**src/rtl/bcd_display_pkg.sv**
```systemverilog
// Shared types and seven-segment constants for the BCD display scanner.
// Segment bit order is {g,f,e,d,c,b,a}, active-high.
package bcd_display_pkg;

    typedef logic [3:0] bcd_digit_t;

    localparam logic [6:0] SEG_DASH  = 7'b1000000;
    localparam logic [6:0] SEG_BLANK = 7'b0000000;

    // Codes 10-15 are not valid BCD; they render as a dash so bad data is visible.
    localparam logic [6:0] SEG7_LUT [16] = '{
        7'b0111111,  // 0
        7'b0000110,  // 1
        7'b1011011,  // 2
        7'b1001111,  // 3
        7'b1100110,  // 4
        7'b1101101,  // 5
        7'b1111101,  // 6
        7'b0000111,  // 7
        7'b1111111,  // 8
        7'b1101111,  // 9
        SEG_DASH, SEG_DASH, SEG_DASH, SEG_DASH, SEG_DASH, SEG_DASH
    };

endpackage

```
**src/rtl/bcd_display_scan_if.sv**
```systemverilog
// Digit bus from the converter plus the display-side outputs of the scanner.
// The converter/bench side uses master, the scanner uses slave.
interface bcd_display_scan_if #(
    parameter int numberOfDigits = 6
);

    logic [numberOfDigits-1:0][3:0] BinaryDecimal;
    logic                           enaIn;
    logic [6:0]                     seg;
    logic [numberOfDigits-1:0]      an;
    logic                           frameDone;
    logic                           loaded;

    modport master (
        output BinaryDecimal,
        output enaIn,
        input  seg,
        input  an,
        input  frameDone,
        input  loaded
    );

    modport slave (
        input  BinaryDecimal,
        input  enaIn,
        output seg,
        output an,
        output frameDone,
        output loaded
    );

endinterface

```
**src/rtl/bcd_to_seg7.sv**
```systemverilog
// Combinational BCD digit to seven-segment pattern lookup.
module bcd_to_seg7
    import bcd_display_pkg::*;
(
    input  bcd_digit_t i_digit,
    output logic [6:0] o_seg
);

    assign o_seg = SEG7_LUT[i_digit];

endmodule

```
**src/rtl/bcd_display_scan.sv**
```systemverilog
// Captures the converter's BCD vector and scans it onto a multiplexed 7-segment display.
// Optional macro LEADING_ZERO_BLANK_EN blanks leading zero positions (digit 0 always lit).
module bcd_display_scan
    import bcd_display_pkg::*;
#(
    parameter int numberOfDigits = 6,
    parameter int refreshDivider = 50000
) (
    input  logic               clk,
    input  logic               rst,
    bcd_display_scan_if.slave  bus
);

    localparam int CNT_W = (refreshDivider > 1) ? $clog2(refreshDivider) : 1;
    localparam int IDX_W = (numberOfDigits > 1) ? $clog2(numberOfDigits) : 1;
    localparam logic [CNT_W-1:0] SLOT_LAST = CNT_W'(refreshDivider - 1);
    localparam logic [IDX_W-1:0] IDX_LAST  = IDX_W'(numberOfDigits - 1);

    logic [CNT_W-1:0]               r_slot;
    logic [IDX_W-1:0]               r_index;
    logic [numberOfDigits-1:0][3:0] r_shadow;
    logic                           r_loaded;
    logic [6:0]                     r_seg;
    logic [numberOfDigits-1:0]      r_an;
    logic                           r_frame;

    logic                           w_slot_end;
    logic                           w_wrap;
    bcd_digit_t                     w_digit;
    logic [numberOfDigits-1:0]      w_onehot;
    logic [numberOfDigits-1:0]      w_lit;
    logic                           w_lit_cur;
    logic [6:0]                     w_seg_raw;

    assign w_slot_end = (r_slot == SLOT_LAST);
    assign w_wrap     = w_slot_end && (r_index == IDX_LAST);

    // Slot counter and digit index; the index only moves at the end of a slot.
    always_ff @(posedge clk or negedge rst) begin
        if (!rst) begin
            r_slot  <= '0;
            r_index <= '0;
        end else if (w_slot_end) begin
            r_slot  <= '0;
            r_index <= (r_index == IDX_LAST) ? '0 : (r_index + IDX_W'(1));
        end else begin
            r_slot  <= r_slot + CNT_W'(1);
            r_index <= r_index;
        end
    end

    // Shadow capture: every edge with the strobe high takes a fresh copy.
    always_ff @(posedge clk or negedge rst) begin
        if (!rst) begin
            r_shadow <= '0;
            r_loaded <= 1'b0;
        end else if (bus.enaIn) begin
            r_shadow <= bus.BinaryDecimal;
            r_loaded <= 1'b1;
        end else begin
            r_shadow <= r_shadow;
            r_loaded <= r_loaded;
        end
    end

    // Select the current digit with an AND-OR mux so no index can fall outside the vector.
    always_comb begin
        w_digit  = 4'd0;
        w_onehot = '0;
        for (int p = 0; p < numberOfDigits; p++) begin
            w_onehot[p] = (r_index == IDX_W'(p));
            w_digit     = w_digit | (w_onehot[p] ? r_shadow[p] : 4'd0);
        end
    end

`ifdef LEADING_ZERO_BLANK_EN
    // A position stays lit once any digit at or above it is non-zero; dashes count as non-zero.
    always_comb begin
        logic w_seen;
        w_seen = 1'b0;
        w_lit  = '0;
        for (int p = numberOfDigits - 1; p >= 0; p--) begin
            w_seen   = w_seen | (r_shadow[p] != 4'd0) | (p == 0);
            w_lit[p] = w_seen;
        end
    end
`else
    assign w_lit = '1;
`endif

    assign w_lit_cur = |(w_lit & w_onehot);

    bcd_to_seg7 u_bcd_to_seg7 (
        .i_digit (w_digit),
        .o_seg   (w_seg_raw)
    );

    // Registered display outputs, one cycle behind index and shadow.
    always_ff @(posedge clk or negedge rst) begin
        if (!rst) begin
            r_an    <= '0;
            r_seg   <= SEG_BLANK;
            r_frame <= 1'b0;
        end else begin
            r_an    <= r_loaded ? (w_onehot & w_lit) : '0;
            r_seg   <= (r_loaded && w_lit_cur) ? w_seg_raw : SEG_BLANK;
            r_frame <= w_wrap;
        end
    end

    assign bus.seg       = r_seg;
    assign bus.an        = r_an;
    assign bus.frameDone = r_frame;
    assign bus.loaded    = r_loaded;

endmodule
```
**src/flat_wrapper.sv**
```systemverilog
// flat-port wrapper written by rule: the top's interface ports become plain ports
module bcd_display_scan_flat import bcd_display_pkg::*;
#(
    parameter int numberOfDigits = 6,
    parameter int refreshDivider = 50000
)
  (clk, rst, bus_BinaryDecimal, bus_enaIn, bus_seg, bus_an, bus_frameDone, bus_loaded);
  bcd_display_scan_if #(.numberOfDigits(numberOfDigits)) bus_i ();
  input  logic clk;
  input  logic rst;
  input wire logic [$bits(bus_i.BinaryDecimal)-1:0] bus_BinaryDecimal;
  input wire logic [$bits(bus_i.enaIn)-1:0] bus_enaIn;
  output wire logic [$bits(bus_i.seg)-1:0] bus_seg;
  output wire logic [$bits(bus_i.an)-1:0] bus_an;
  output wire logic [$bits(bus_i.frameDone)-1:0] bus_frameDone;
  output wire logic [$bits(bus_i.loaded)-1:0] bus_loaded;
  assign bus_i.BinaryDecimal = bus_BinaryDecimal;
  assign bus_i.enaIn = bus_enaIn;
  assign bus_seg = bus_i.seg;
  assign bus_an = bus_i.an;
  assign bus_frameDone = bus_i.frameDone;
  assign bus_loaded = bus_i.loaded;
  bcd_display_scan #(.numberOfDigits(numberOfDigits), .refreshDivider(refreshDivider)) u_core (.clk(clk), .rst(rst), .bus(bus_i));
endmodule
```
**config.mk**
```make
export PLATFORM = sky130hd
export DESIGN_NAME = bcd_display_scan_flat
export DESIGN_NICKNAME = d
export VERILOG_FILES = /design/src/rtl/bcd_display_pkg.sv /design/src/rtl/bcd_display_scan_if.sv /design/src/rtl/bcd_to_seg7.sv /design/src/rtl/bcd_display_scan.sv /design/src/flat_wrapper.sv
export SDC_FILE = /design/constraint.sdc
export NUM_CORES = 1
export LEC_CHECK = 0
export CAP_MARGIN = 20
export CORE_AREA = 2 2 71 73
export DETAILED_ROUTE_END_ITERATION = 6
export DIE_AREA = 0 0 73 75
export DONT_BUFFER_PORTS = 1
export GPL_TIMING_DRIVEN = 1
export PLACE_DENSITY = 0.73
export SKIP_LAST_GASP = 1
export SYNTH_ARGS = -nofsm -noshare
export SYNTH_HDL_FRONTEND = slang
export SYNTH_HIERARCHICAL = 1
export SYNTH_SLANG_ARGS = --single-unit
```
**constraint.sdc**
```tcl
create_clock -name clk -period 3.89 [get_ports clk]
set_input_delay 0.778 -clock clk [delete_from_list [all_inputs] [get_ports clk]]
set_output_delay 0.778 -clock clk [all_outputs]
set_load 0.005 [all_outputs]
```
**Word level (Yosys, flattened, before mapping)**

Memory sizes are Yosys's and may differ from the RTL's.
Cells that the tools add are included.

- Register bits: 58
- Bits in read-only memories: 112
- Bits of input ports: 27
- Output and inout bits: 15
- Word-level logic and storage cells: 44
- Memories: 1

- $add $sub $neg: 2
- Magnitude comparators: 1
- Equal/unequal tests: 6
- Mux-type cells: 12
- Bitwise gates (word level): 6
- Reduce and logical (&&, ||, !) cells: 4

Memories:

| name | words | bits a word | rd ports | clocked after Yosys merged registers in | wr ports | line | source |
|---|---|---|---|---|---|---|---|
| (name not given) | 16 | 7 | 1 | 0 | 0 | bcd_to_seg7.sv:9 | `assign o_seg = SEG7_LUT[i_digit];` |

Operator list:

| cell | count |
|---|---|
| $mux W4 | 6 |
| $mux W7 | 3 |
| $or A4 B4 Y4 | 5 |
| $add A16 B1 Y16 const B | 1 |
| $eq A16 B16 Y1 const B | 1 |
| $mux W16 | 1 |
| $eq A3 B2 Y1 const B | 2 |
| $eq A3 B3 Y1 const B | 2 |
| $mux W6 | 1 |
| $reduce_or A6 Y1 | 1 |
| $ge A5 B5 Y1 const B | 1 |
| $not A4 Y5 | 1 |
| $add A3 B1 Y3 const B | 1 |
| $eq A3 B1 Y1 const B | 1 |
| $logic_not A3 Y1 | 1 |
| $mux W3 | 1 |
| $logic_and A1 B1 Y1 | 2 |

**Depth between registers and ports, before layout**

Gate-level depths: netlist of run 1.

- Word-level depth: 12
- Mapped depth: 11
- Mapped depth without buffers: 10

**By module**

Netlist of run 1, hierarchy kept.

Modules (own cells, without submodules):

| module | instances | cells each | area an instance (um^2) | sequential area each (um^2) |
|---|---|---|---|---|
| bcd_display_scan | 1 | 192 | 2469.9 | 1451.4 |
| bcd_to_seg7 | 1 | 29 | 227.7 | 0.0 |

**Worst setup path before layout of run 1**

OpenSTA, ideal clock, no wires.

- Kind: reg2reg
- From: register u_core.r_index[0]
- To: register u_core.r_seg[5], in the netlist u_core/bus.seg[5]
- Library setup time: 0.119 ns
- Data arrival time: 2.132 ns
- Data required time: 3.771 ns
- Setup slack: 1.639 ns
- Cell stages (with the launch flop): 12
- Path buffers: 1
- Clock period less this slack: 2.251 ns
- Cells stage by stage: dfrtp_1 buf_2 inv_1 nor2_1 ha_1 a32oi_1 o21ai_0 inv_1 ha_1 nor2b_1 o31a_1 and2_1

- Longest elaborated chain between the ends: 12
- Elaborated cells between the ends (all ways): 24
- Those cells by class: eq/ne: 5; mux: 9; bitwise: 6; reduce/logical: 3; memory: 1

Ends and longest elaborated chain:

| element | line | source |
|---|---|---|
| from (decl) | bcd_display_scan.sv:20 | `logic [IDX_W-1:0] r_index;` |
| from (signal assigned) | bcd_display_scan.sv:45 | `r_index <= (r_index == IDX_LAST) ? '0 : (r_index + IDX_W'(1));` |
| from (signal assigned) | bcd_display_scan.sv:48 | `r_index <= r_index;` |
| $eq A3 B1 Y1 / $logic_not A3 Y1 (equally long branches) | bcd_display_scan.sv:71 | `w_onehot[p] = (r_index == IDX_W'(p));` |
| $mux W4 | bcd_display_scan.sv:72 | `w_digit = w_digit \| (w_onehot[p] ? r_shadow[p] : 4'd0);` |
| $or A4 B4 Y4 (4 in a row) | bcd_display_scan.sv:72 |  |
| $or A4 B4 Y4 * | bcd_display_scan.sv:72 |  |
| named net u_core.w_digit[1] | bcd_display_scan.sv:29 | `bcd_digit_t w_digit;` |
| $not A4 Y5 (implied by the code) * | bcd_to_seg7.sv:9 |  |
| $mem_v2 Z16 W7 * | n/a |  |
| $mux W7 (implied by the code) * (2 in a row) | bcd_to_seg7.sv:9 |  |
| named net u_core.w_seg_raw[5] | bcd_display_scan.sv:33 | `logic [6:0] w_seg_raw;` |
| $mux W7 * | bcd_display_scan.sv:106 | `r_seg <= (r_loaded && w_lit_cur) ? w_seg_raw : SEG_BLANK;` |
| to (signal assigned) | bcd_display_scan.sv:106 |  |
| to (decl) | bcd_display_scan.sv:23 | `logic [6:0] r_seg;` |

The timed path passes the listed nets; every way through them passes the cells marked *. The select of a mux whose other input is x is not followed.
A chain may end at the register's enable or synchronous reset.

**Worst setup path in the final report of run 1**

- From: register u_core.r_index[2]
- To: register u_core.r_seg[5], in the netlist u_core/bus.seg[5]

The elaborated chain is that of the path after synthesis.

==> results_dict.tcl, run 1 <==
set metrics [dict create \
    run_status "complete, no violations" \
    number_of_global_route_vias_before_repair 1542 \
    synth_enable_flop_cells 0 \
    floorplan.initialDensity_pct 57.88 \
    total_die_area_um2 5475 \
    busiest_layer "met2" \
    antenna_cells_inserted 0 \
    power.ir.vdd_worst_uv 204.2 \
    die_w_um 73 \
    design.final.nets 257 \
    route.vias.total 1605 \
    maxCapViolations 0 \
    num_cts_buffers 9 \
    netlist.top_cell.by_area "sky130_fd_sc_hd__dfrtp_1" \
    std_cell_core_area_um2 4661 \
    fmax_mhz 368.7 \
    detail_placement_hpwl_um 2952 \
    slew_headroom_pct 32.29 \
    fraction_of_final_layout_cells_sized_beyond_drive_strength_1_pct 23.01 \
    total_routed_length_um 4395 \
    postSynthNetCount 256 \
    crit_path_max_fanout 14 \
    holdBufCountCts 0 \
    buffer_ports.inserted 0 \
    synth-warning-count 6 \
    drv_slew 0 \
    finalPower_mw 1.266 \
    post_cts_resize_count 0 \
    track_usage_pct 18.75 \
    worstMarginPinSlew_ns 1.005 \
    first_iter_violations 97 \
    ant_nets 0 \
    power_leakage_nw 1.253 \
    fin_crit_ns 2.712 \
    cts_htree_levels 3 \
    io-pin-count 42 \
    path_cells "mux2i_1 > nor2_1 > a21oi_1 > o21ai_0 > inv_1 > ha_1 > nor2b_1 > o31a_1 > and2_1" \
    cts.path.max_buffers 2 \
    cell_with_the_largest_stage_delay_on_the_worst_path "sky130_fd_sc_hd__o21ai_0" \
    synthDistinctLibCells 43 \
    startpoint_kind_of_the_worst_setup_timing_path "flip-flop" \
    route.detailed.vias_per_inst 5.732 \
    drc_errors 0 \
    hold-worst-slack_ns 0.1484 \
    cts.repair_timing.setup_buffer_count 0 \
    worst_ep_required_time_ns 4.10 \
    setup_skew_after_layout_ns 0.002979 \
    count_of_tritonroute_iterations_in_the_first_routing_pass 4 \
    met1_usage_pct 25.35 \
    global_routing_usage_on_met2_pct 26.93 \
    insertion_delay_ns 0.32 \
    cpPeakStageDelay_ns 0.69 \
    grt_max_degree 59 \
    setup_crit_end_kind "flip-flop" \
    crit_type "flip-flop to flip-flop" \
    syn-instance-count 221 \
    finalSetupViolations 0 \
    setup_tns_ns 0 \
    clockRootBuffer "sky130_fd_sc_hd__clkbuf_8" \
    mean_area_per_synthesized_cell_um2 12.21 \
    post-synth-top-area-fraction_pct 53.80 \
    grt_remaining_overflow 0 \
    report.final.hold_viol_count 0 \
    syn_area_um2 2698 \
    fillers 352 \
    wire_per_inst_um 15.70 \
    dieHeight_um 75 \
    cts.sinks 58 \
    path_clk_slew_ns 0.06 \
    synth.area.top_cells "sky130_fd_sc_hd__dfrtp_1, sky130_fd_sc_hd__mux2_2, sky130_fd_sc_hd__ha_1" \
    rsz_0062_raised_after_global_routing "false" \
    ys_seq_area_share_pct 53.80 \
    hp-class "input pin to asynchronous set/reset pin" \
    placement_rows 25 \
    grt_antenna_before_repair 0 \
    grt_pass1_wl_um 7527 \
    area_delta_synth_final_pct 6.864 \
    final_min_period_over_clock_period_pct 69.72 \
    fraction_of_synthesis_flops_using_an_asynchronous_set_or_reset_pin_pct 100.0 \
    synth_seq_cells 58 \
    worst_ep_arrival_time_ns 2.92 \
    gpl.final_weighted_congestion 0.7576 \
    ys_dominant_reg_cell "sky130_fd_sc_hd__dfrtp_1" \
    ratio_of_total_power_to_cell_area_nw_per_um2 439.1 \
    use_met3_pct 5.756 \
    tritoncts "built" \
]
-- cell usage in the layout (no fill, tap or decap), types with 2 or more instances in the layout --
cell                       instances
sky130_fd_sc_hd__a21o_1            2
sky130_fd_sc_hd__a21oi_1           3
sky130_fd_sc_hd__a32oi_1           4
sky130_fd_sc_hd__and2_1            9
sky130_fd_sc_hd__and3_1            3
sky130_fd_sc_hd__and4_1            2
sky130_fd_sc_hd__clkbuf_1          2
sky130_fd_sc_hd__clkbuf_8         10
sky130_fd_sc_hd__clkinv_2          2
sky130_fd_sc_hd__dfrtp_1          58
sky130_fd_sc_hd__ha_1              8
sky130_fd_sc_hd__inv_1             8
sky130_fd_sc_hd__mux2_2           27
sky130_fd_sc_hd__mux2i_1           3
sky130_fd_sc_hd__mux4_2            2
sky130_fd_sc_hd__nand2_1          14
sky130_fd_sc_hd__nand3_1           4
sky130_fd_sc_hd__nand4_1           4
sky130_fd_sc_hd__nor2_1           16
sky130_fd_sc_hd__nor2b_1           2
sky130_fd_sc_hd__nor3_1            3
sky130_fd_sc_hd__o21ai_0           5
sky130_fd_sc_hd__o22ai_1           3
sky130_fd_sc_hd__o31a_1            2
sky130_fd_sc_hd__xnor2_1           6
sky130_fd_sc_hd__xor2_1            6
-- final timing paths --
path	startpoint	endpoint	slack, ns	depth (start not counted)
worst min register to register	u_core/r_slot[15]	u_core/r_slot[15]	0.47	1
worst min-delay path	rst	u_core/r_shadow[23]	0.15	0
worst max register to register	u_core/r_index[2]	u_core/bus.seg[5]	1.18	9
max in group asynchronous	rst	u_core/r_slot[15]	3.65	0
min in group clk	u_core/r_slot[15]	u_core/r_slot[15]	0.47	1
worst max-delay path	u_core/r_index[2]	u_core/bus.seg[5]	1.18	9
-- worst max-delay path: cells and delay by family, from the launching register on --
kind	cells	cell delay, ns
mux	1	0.17
simple gates	3	0.38
flops	1	0.65
buf+inv	1	0.19
compound gates	3	0.98
fa+ha+maj	1	0.25
-- area by class of cell --
class | instances | area (um2) | share of cell area (%)
flip-flops and latches | 58 | 1451 | 50.35
multi-input cells | 144 | 1145 | 39.71
clock buffers | 12 | 145.1 | 5.035
well taps | 54 | 67.56 | 2.344
clock inverters | 3 | 40.04 | 1.389
inverters | 9 | 33.78 | 1.172
-- cells by family (layout without fill, tap and decap cells) --
| family | Yosys count | in the layout | share of synthesized area, % |
|---|---|---|---|
| AOI/OAI and AO/OA | 26 | 26 | 7.050 |
| xor gates and xnor gates | 12 | 12 | 3.896 |
| adders and majority gates | 8 | 8 | 3.711 |
| buffers and inverters | 19 | 24 | 3.757 |
| DFF | 58 | 58 | 53.80 |
| muxes | 32 | 32 | 14.05 |
| and+or+nand+nor | 66 | 66 | 13.73 |
-- metrics by stage --
step           cell area (um2)  std cells  utilization [%]  setup slack [ns]
2_1_floorplan             2698        221                -             1.639
3_3_place_gp              2698        265            57.88             1.323
3_5_place_dp              2698        265            57.88             1.178
4_1_cts                   2883        280            61.85             1.173
5_1_grt                   2883        280            61.85            0.8919
6_report                  2883        280            61.85             1.178
-- cell usage after synthesis, types with 2 or more instances --
| master | instances |
|---|---|
| sky130_fd_sc_hd__dfrtp_1 | 58 |
| sky130_fd_sc_hd__mux2_2 | 27 |
| sky130_fd_sc_hd__nor2_1 | 16 |
| sky130_fd_sc_hd__nand2_1 | 14 |
| sky130_fd_sc_hd__and2_1 | 9 |
| sky130_fd_sc_hd__ha_1 | 8 |
| sky130_fd_sc_hd__inv_1 | 8 |
| sky130_fd_sc_hd__buf_2 | 6 |
| sky130_fd_sc_hd__xnor2_1 | 6 |
| sky130_fd_sc_hd__xor2_1 | 6 |
| sky130_fd_sc_hd__o21ai_0 | 5 |
| sky130_fd_sc_hd__a32oi_1 | 4 |
| sky130_fd_sc_hd__nand3_1 | 4 |
| sky130_fd_sc_hd__nand4_1 | 4 |
| sky130_fd_sc_hd__a21oi_1 | 3 |
| sky130_fd_sc_hd__and3_1 | 3 |
| sky130_fd_sc_hd__buf_6 | 3 |
| sky130_fd_sc_hd__mux2i_1 | 3 |
| sky130_fd_sc_hd__nor3_1 | 3 |
| sky130_fd_sc_hd__o22ai_1 | 3 |
| sky130_fd_sc_hd__a21o_1 | 2 |
| sky130_fd_sc_hd__and4_1 | 2 |
| sky130_fd_sc_hd__mux4_2 | 2 |
| sky130_fd_sc_hd__nor2b_1 | 2 |
| sky130_fd_sc_hd__o31a_1 | 2 |
-- where the power goes --
| part | total, mW | internal, mW | switching, mW |
|---|---|---|---|
| Combinational | 0.0838 | 0.0502 | 0.0336 |
| Clock | 0.522 | 0.308 | 0.214 |
| Sequential | 0.660 | 0.641 | 0.0196 |
| Total | 1.27 | 0.999 | 0.267 |
-- sequential cells by signal, indices dropped and copies added (netlist names) --
name,cells
u_core/r_slot,16
u_core/bus.loaded,1
u_core/bus.frameDone,1
u_core/r_index,3
u_core/bus.an,6
u_core/bus.seg,7
u_core/r_shadow,24
-- per-layer routing --
layer	wire length (um)	share of wire, %
met1	2199	50
met2	1935	44
met3	198	4.5
met4	62	1.4
met5	0	0
Note: power is estimated with default switching activity, not from simulation.
==> run 2, diff against run 1 <==
CORE_AREA = 2 2 73 75   (was 2 2 71 73)
DIE_AREA = 0 0 75 77   (was 0 0 73 75)
PLACE_DENSITY = 0.72   (was 0.73)
clock period = 2.35 ns   (was 3.89 ns; I/O delays follow)
==> run 2 against run 1 <==
Critical path depth stayed put. Hold slack worse by 0.14 ns. Clock skew is 0.0067 ns higher. Non-clock buffer count is 7 higher. Utilization is 2.1 points lower. Critical path type unchanged. Critical endpoint unchanged. Largest power group unchanged.
==> results_dict.tcl, run 2 (synthesis results as in run 1) <==
set metrics [dict create \
    track_usage_pct 18.48 \
    regArea_um2 1451 \
    tritoncts "built" \
    total_routed_length_um 4686 \
    cts.path.max_buffers 2 \
    run_status "complete, no violations" \
    crit_type "flip-flop to flip-flop" \
    grt_antenna_before_repair 0 \
    grt_remaining_overflow 0 \
    setup_skew_after_layout_ns 0.009646 \
    placed_area_um2 2763 \
    design.final.nets 264 \
    finalSetupViolations 0 \
    fillers 394 \
    std_cell_core_area_um2 4977 \
    fin_crit_ns 2.128 \
    slew_headroom_pct 79.68 \
    startpoint_kind_of_the_worst_setup_timing_path "flip-flop" \
    floorplan.initialDensity_pct 54.20 \
    route.detailed.vias_per_inst 5.378 \
    report.final.hold_viol_count 0 \
    worst_ep_arrival_time_ns 2.38 \
    fraction_of_final_layout_cells_sized_beyond_drive_strength_1_pct 25.64 \
    setup_tns_ns 0 \
    maxCapViolations 0 \
    grt_max_degree 59 \
    hp-class "input pin to asynchronous set/reset pin" \
    detail_placement_hpwl_um 3243 \
    io-pin-count 42 \
    total_die_area_um2 5775 \
    top_register "u_core/r_shadow" \
    multiInputGateArea_um2 1145 \
    die_w_um 75 \
    cts_htree_levels 3 \
    finalCoreUtilization_pct 59.73 \
    drv_slew 0 \
    met3WireLength_um 323 \
    final_cell_mix "sky130_fd_sc_hd__dfrtp_1, sky130_fd_sc_hd__mux2_2, sky130_fd_sc_hd__nor2_1, sky130_fd_sc_hd__nand2_1, sky130_fd_sc_hd__clkbuf_8" \
    regToRegEndpoint "u_core/bus.seg[5]" \
    worstRegToRegCells 9 \
    setup_crit_end_kind "flip-flop" \
    topRoutingLayerUsed "met4" \
    wire_per_inst_um 15.41 \
    fmax_mhz 469.8 \
    final_common_cell "sky130_fd_sc_hd__dfrtp_1" \
    wl_met1_um 2233 \
    number_of_global_route_vias_before_repair 1683 \
    num_cts_buffers 9 \
    insertion_delay_ns 0.32 \
    ratio_of_total_power_to_cell_area_nw_per_um2 703.1 \
    buffer_ports.inserted 0 \
    r2r_setup_slack_ns 0.22 \
    ant_nets 0 \
    dpl_worst_slack_ns 0.2617 \
    power_leakage_nw 1.297 \
    worstMarginPinSlew_ns 0.3016 \
    placement_rows 26 \
    route.vias.total 1635 \
    dieHeight_um 77 \
    path_clk_slew_ns 0.07 \
    grt_pass1_wl_um 8010 \
    rsz_0062_raised_after_global_routing "false" \
    count_of_tritonroute_iterations_in_the_first_routing_pass 4 \
    cts.sinks 58 \
    power.ir.vdd_worst_uv 588.0 \
    antenna_cells_inserted 0 \
    drc_errors 0 \
    largest_reg_flops 24 \
    crit_path_max_fanout 8 \
    area_delta_synth_final_pct 10.20 \
    routed-wl-met2_um 2066 \
    post_route_setup_slack_ns 0.2215 \
    clockRootBuffer "sky130_fd_sc_hd__clkbuf_8" \
    worst_r2r_startpoint "u_core/r_index[2]" \
    worst_ep_required_time_ns 2.60 \
    gpl.final_weighted_congestion 0.7979 \
    final_min_period_over_clock_period_pct 90.57 \
    stdcell_area_um2 2973 \
    first_iter_violations 122 \
]
## run 2: changes by cell type in the layout (fill, tap and decap cells not counted)
cell	delta
sky130_fd_sc_hd__buf_16	+1
sky130_fd_sc_hd__buf_4	+6
sky130_fd_sc_hd__bufinv_16	-1
sky130_fd_sc_hd__clkbuf_8	+2
## run 2: worst max-delay path by stage
stage / start / end / slack [ns] / cells past startpoint
after floorplan: u_core/r_index[0] / u_core/bus.seg[5] / 0.1 / 11
after global placement: u_core/r_index[2] / u_core/bus.seg[3] / 0.32 / 9
after detailed placement: u_core/r_index[2] / u_core/bus.seg[5] / 0.26 / 9
after CTS: u_core/r_index[2] / u_core/bus.seg[3] / 0.24 / 9
after global routing: u_core/r_index[2] / u_core/bus.seg[5] / 0.03 / 9
final: u_core/r_index[2] / u_core/bus.seg[5] / 0.22 / 9
## run 2: power by group
group	total (mW)	switching (mW)	leakage, nW	internal (mW)
combinational	0.171	0.0760	0.486	0.0949
clock	0.825	0.359	0.0965	0.466
sequential	1.09	0.0337	0.715	1.06
## run 2: layout make-up
type,count,share of cell area (%)
Multi-Input combinational cell,144,38.51
Sequential cell,58,48.82
Clock buffer,14,5.808
Timing Repair Buffer,7,2.441
Inverter,9,1.136
Tap cell,70,2.946
Clock inverter,2,0.3367
## run 2: what timing repair did
| action | 4_1_cts | 5_1_grt |
|---|---|---|
| setup buffers | 0 | 0 |
| hold buffers | 1 | 0 |
| hold endpoints to repair | 58 | 0 |
| gates resized for setup | 0 | 0 |
## run 2: metal layers
metal	vias up	track usage, %
met2	44	24.91
li1	786	-
met3	5	6.833
met5	-	0
met4	0	8.929
met1	800	26.02
## run 2: stage by stage
stage	power, mW	cells	hold slack, ns
3_5_place_dp	1.262	287	0.1761
6_report	2.090	304	0.01027
4_1_cts	2.118	304	0.006704
5_1_grt	2.192	304	0.01398
3_3_place_gp	1.258	287	0.1762
2_1_floorplan	1.235	221	0.1744
## run 2: worst max-delay path, stage by stage, from the launching register on
cell	delay, ns
sky130_fd_sc_hd__dfrtp_1	0.52
sky130_fd_sc_hd__inv_1	0.10
sky130_fd_sc_hd__ha_1	0.29
sky130_fd_sc_hd__a32oi_1	0.17
sky130_fd_sc_hd__o21ai_0	0.14
sky130_fd_sc_hd__buf_4	0.19
sky130_fd_sc_hd__ha_1	0.19
sky130_fd_sc_hd__o21ai_0	0.16
sky130_fd_sc_hd__o31a_1	0.16
sky130_fd_sc_hd__and2_1	0.13
==> run 3, diff against run 2 <==
SETUP_SLACK_MARGIN = 0.02   (was not set)
clock period = 1.9 ns   (was 2.35 ns; I/O delays follow)
==> run 3 against run 2 <==
Power up 30%. Combinational power up 34%. Critical path type unchanged. Sequential share of layout area down 2.0 points. Largest power group unchanged. Highest routed layer unchanged. Count of clock-buffer cells in the layout unchanged. Final cell count up 3.3%. Largest cell class unchanged.
==> results_dict.tcl, run 3 (synthesis results as in run 1) <==
set metrics [dict create \
    final_min_period_over_clock_period_pct 99.26 \
    hold-worst-slack_ns 0.1719 \
    drc_errors 0 \
    setup_crit_end_kind "flip-flop" \
    placed_insts 295 \
    std_cell_core_area_um2 4977 \
    report.final.hold_viol_count 0 \
    wire_per_inst_um 15.44 \
    num_cts_buffers 9 \
    insertion_delay_ns 0.33 \
    route.detailed.vias_per_inst 5.366 \
    crit_type "flip-flop to flip-flop" \
    fraction_of_final_layout_cells_sized_beyond_drive_strength_1_pct 32.79 \
    first_iter_violations 72 \
    path_cells "buf_6 > mux2i_1 > nor2_1 > a21oi_1 > o21ai_2 > inv_2 > ha_2 > nor2b_1 > o31a_1 > and2_1" \
    track_usage_pct 18.94 \
    area_delta_synth_final_pct 15.07 \
    run_status "complete, no violations" \
    route.vias.total 1685 \
    dieHeight_um 77 \
    setup_tns_ns 0 \
    gpl.final_weighted_congestion 0.8203 \
    post_route_setup_slack_ns 0.01400 \
    cts_htree_levels 3 \
    slew_headroom_pct 82.41 \
    grt_max_degree 59 \
    cell_with_the_largest_stage_delay_on_the_worst_path "sky130_fd_sc_hd__dfrtp_2" \
    finalPower_mw 2.718 \
    number_of_global_route_vias_before_repair 1703 \
    final_cell_mix "sky130_fd_sc_hd__dfrtp_1, sky130_fd_sc_hd__mux2_2, sky130_fd_sc_hd__nor2_1, sky130_fd_sc_hd__buf_4, sky130_fd_sc_hd__nand2_1" \
    setup_skew_after_layout_ns 0.004067 \
    cts.sinks 58 \
    top_register "u_core/r_shadow" \
    tritoncts "built" \
    global_routing_usage_on_met2_pct 27.28 \
    busiest_layer "met2" \
    dpl_worst_slack_ns -0.05418 \
    critical_path.n_buffers_inverters 2 \
    largest_reg_flops 24 \
    critical-path-top-delay-family "compound AO/OA/AOI/OAI gates" \
    use_met3_pct 5.388 \
    worstMarginPinSlew_ns 0.2619 \
    worst_ep_required_time_ns 2.12 \
    finalSetupViolations 0 \
    finish.cell_count_without_fillers 314 \
    cpPeakStageDelay_ns 0.45 \
    count_of_tritonroute_iterations_in_the_first_routing_pass 4 \
    hp-class "input pin to flip-flop" \
    total_routed_length_um 4848 \
    drv_slew 0 \
    fin_crit_ns 1.886 \
    grt_antenna_before_repair 0 \
    maxCapViolations 0 \
    clockRootBuffer "sky130_fd_sc_hd__clkbuf_8" \
    placement_rows 26 \
    grt_remaining_overflow 0 \
    grt_pass1_wl_um 8162 \
    crit_path_max_fanout 5 \
    fmax_mhz 530.2 \
    met1_usage_pct 26.30 \
    power.ir.vdd_worst_uv 649.1 \
    io-pin-count 42 \
    startpoint_kind_of_the_worst_setup_timing_path "flip-flop" \
    antenna_cells_inserted 0 \
    worst_ep_arrival_time_ns 2.10 \
    cts.path.max_buffers 2 \
    buffer_ports.inserted 0 \
    fillers 395 \
    ant_nets 0 \
    rsz_0062_raised_after_global_routing "true" \
    path_clk_slew_ns 0.06 \
    power_leakage_nw 1.348 \
    die_w_um 75 \
    detail_placement_hpwl_um 3332 \
    total_die_area_um2 5775 \
    ratio_of_total_power_to_cell_area_nw_per_um2 875.6 \
    floorplan.initialDensity_pct 54.20 \
    design.final.nets 274 \
    final_common_cell "sky130_fd_sc_hd__dfrtp_1" \
]
==> run 3: cell type report <==
cell class	count	area (um2)	share of cell area (%)
clock inverter	2	35.03	1.129
inverter	9	38.79	1.249
sequential	58	1454	46.84
timing repair buffer	17	153.9	4.958
tap	70	87.58	2.821
clock buffer	14	162.7	5.240
multi-input combinational	144	1172	37.77
==> run 3: layer usage <==
metal	routed length (um)	share of wire, %	vias to the layer above
li1	-	-	817
met1	2272	47	816
met2	2246	46	43
met3	259	5.3	9
met4	69	1.4	0
met5	0	0	-
==> run 3: worst reg2reg max path, delay by kind of cell (launching register included) <==
family          cells  cell delay (ns)
compound gates      3             0.47
mux                 1             0.11
flops               1             0.45
fa+ha+maj           1             0.18
buf+inv             2             0.23
simple gates        3             0.33
==> run 3: final timing paths <==
path                                        start           endpoint  slack (ns)  cells past startpoint
worst min-delay path                    bus_enaIn  u_core/bus.loaded        0.17                      1
worst min register to register  u_core/r_slot[15]  u_core/r_slot[15]        0.48                      1
worst max register to register  u_core/r_index[2]  u_core/bus.seg[5]        0.01                     10
worst max-delay path            u_core/r_index[2]  u_core/bus.seg[5]        0.01                     10
min in group asynchronous                     rst   u_core/r_slot[2]        0.59                      2
max in group asynchronous                     rst  u_core/r_index[0]        1.07                      2
==> run 3: power by group <==
group          switching (mW)  total, mW  internal (mW)
clock network           0.459       1.14          0.677
registers              0.0414       1.35           1.31
logic                  0.0997      0.229          0.130
==> run 3: repair_timing <==
action,4_1_cts,5_1_grt
pin swaps,1,2
endpoints found under the hold margin,58,0
resized for setup,7,3
buffers inserted,0,1
setup endpoints to repair,6,7
hold buffers,2,0
==> run 3: through the flow <==
| step | util (%) | cell area, um2 |
|---|---|---|
| final | 62.37 | 3104 |
| after global routing | 62.37 | 3104 |
| after CTS | 62.22 | 3097 |
| after detailed placement | 57.09 | 2841 |
| after global placement | 57.09 | 2841 |
| after floorplan | - | 2725 |
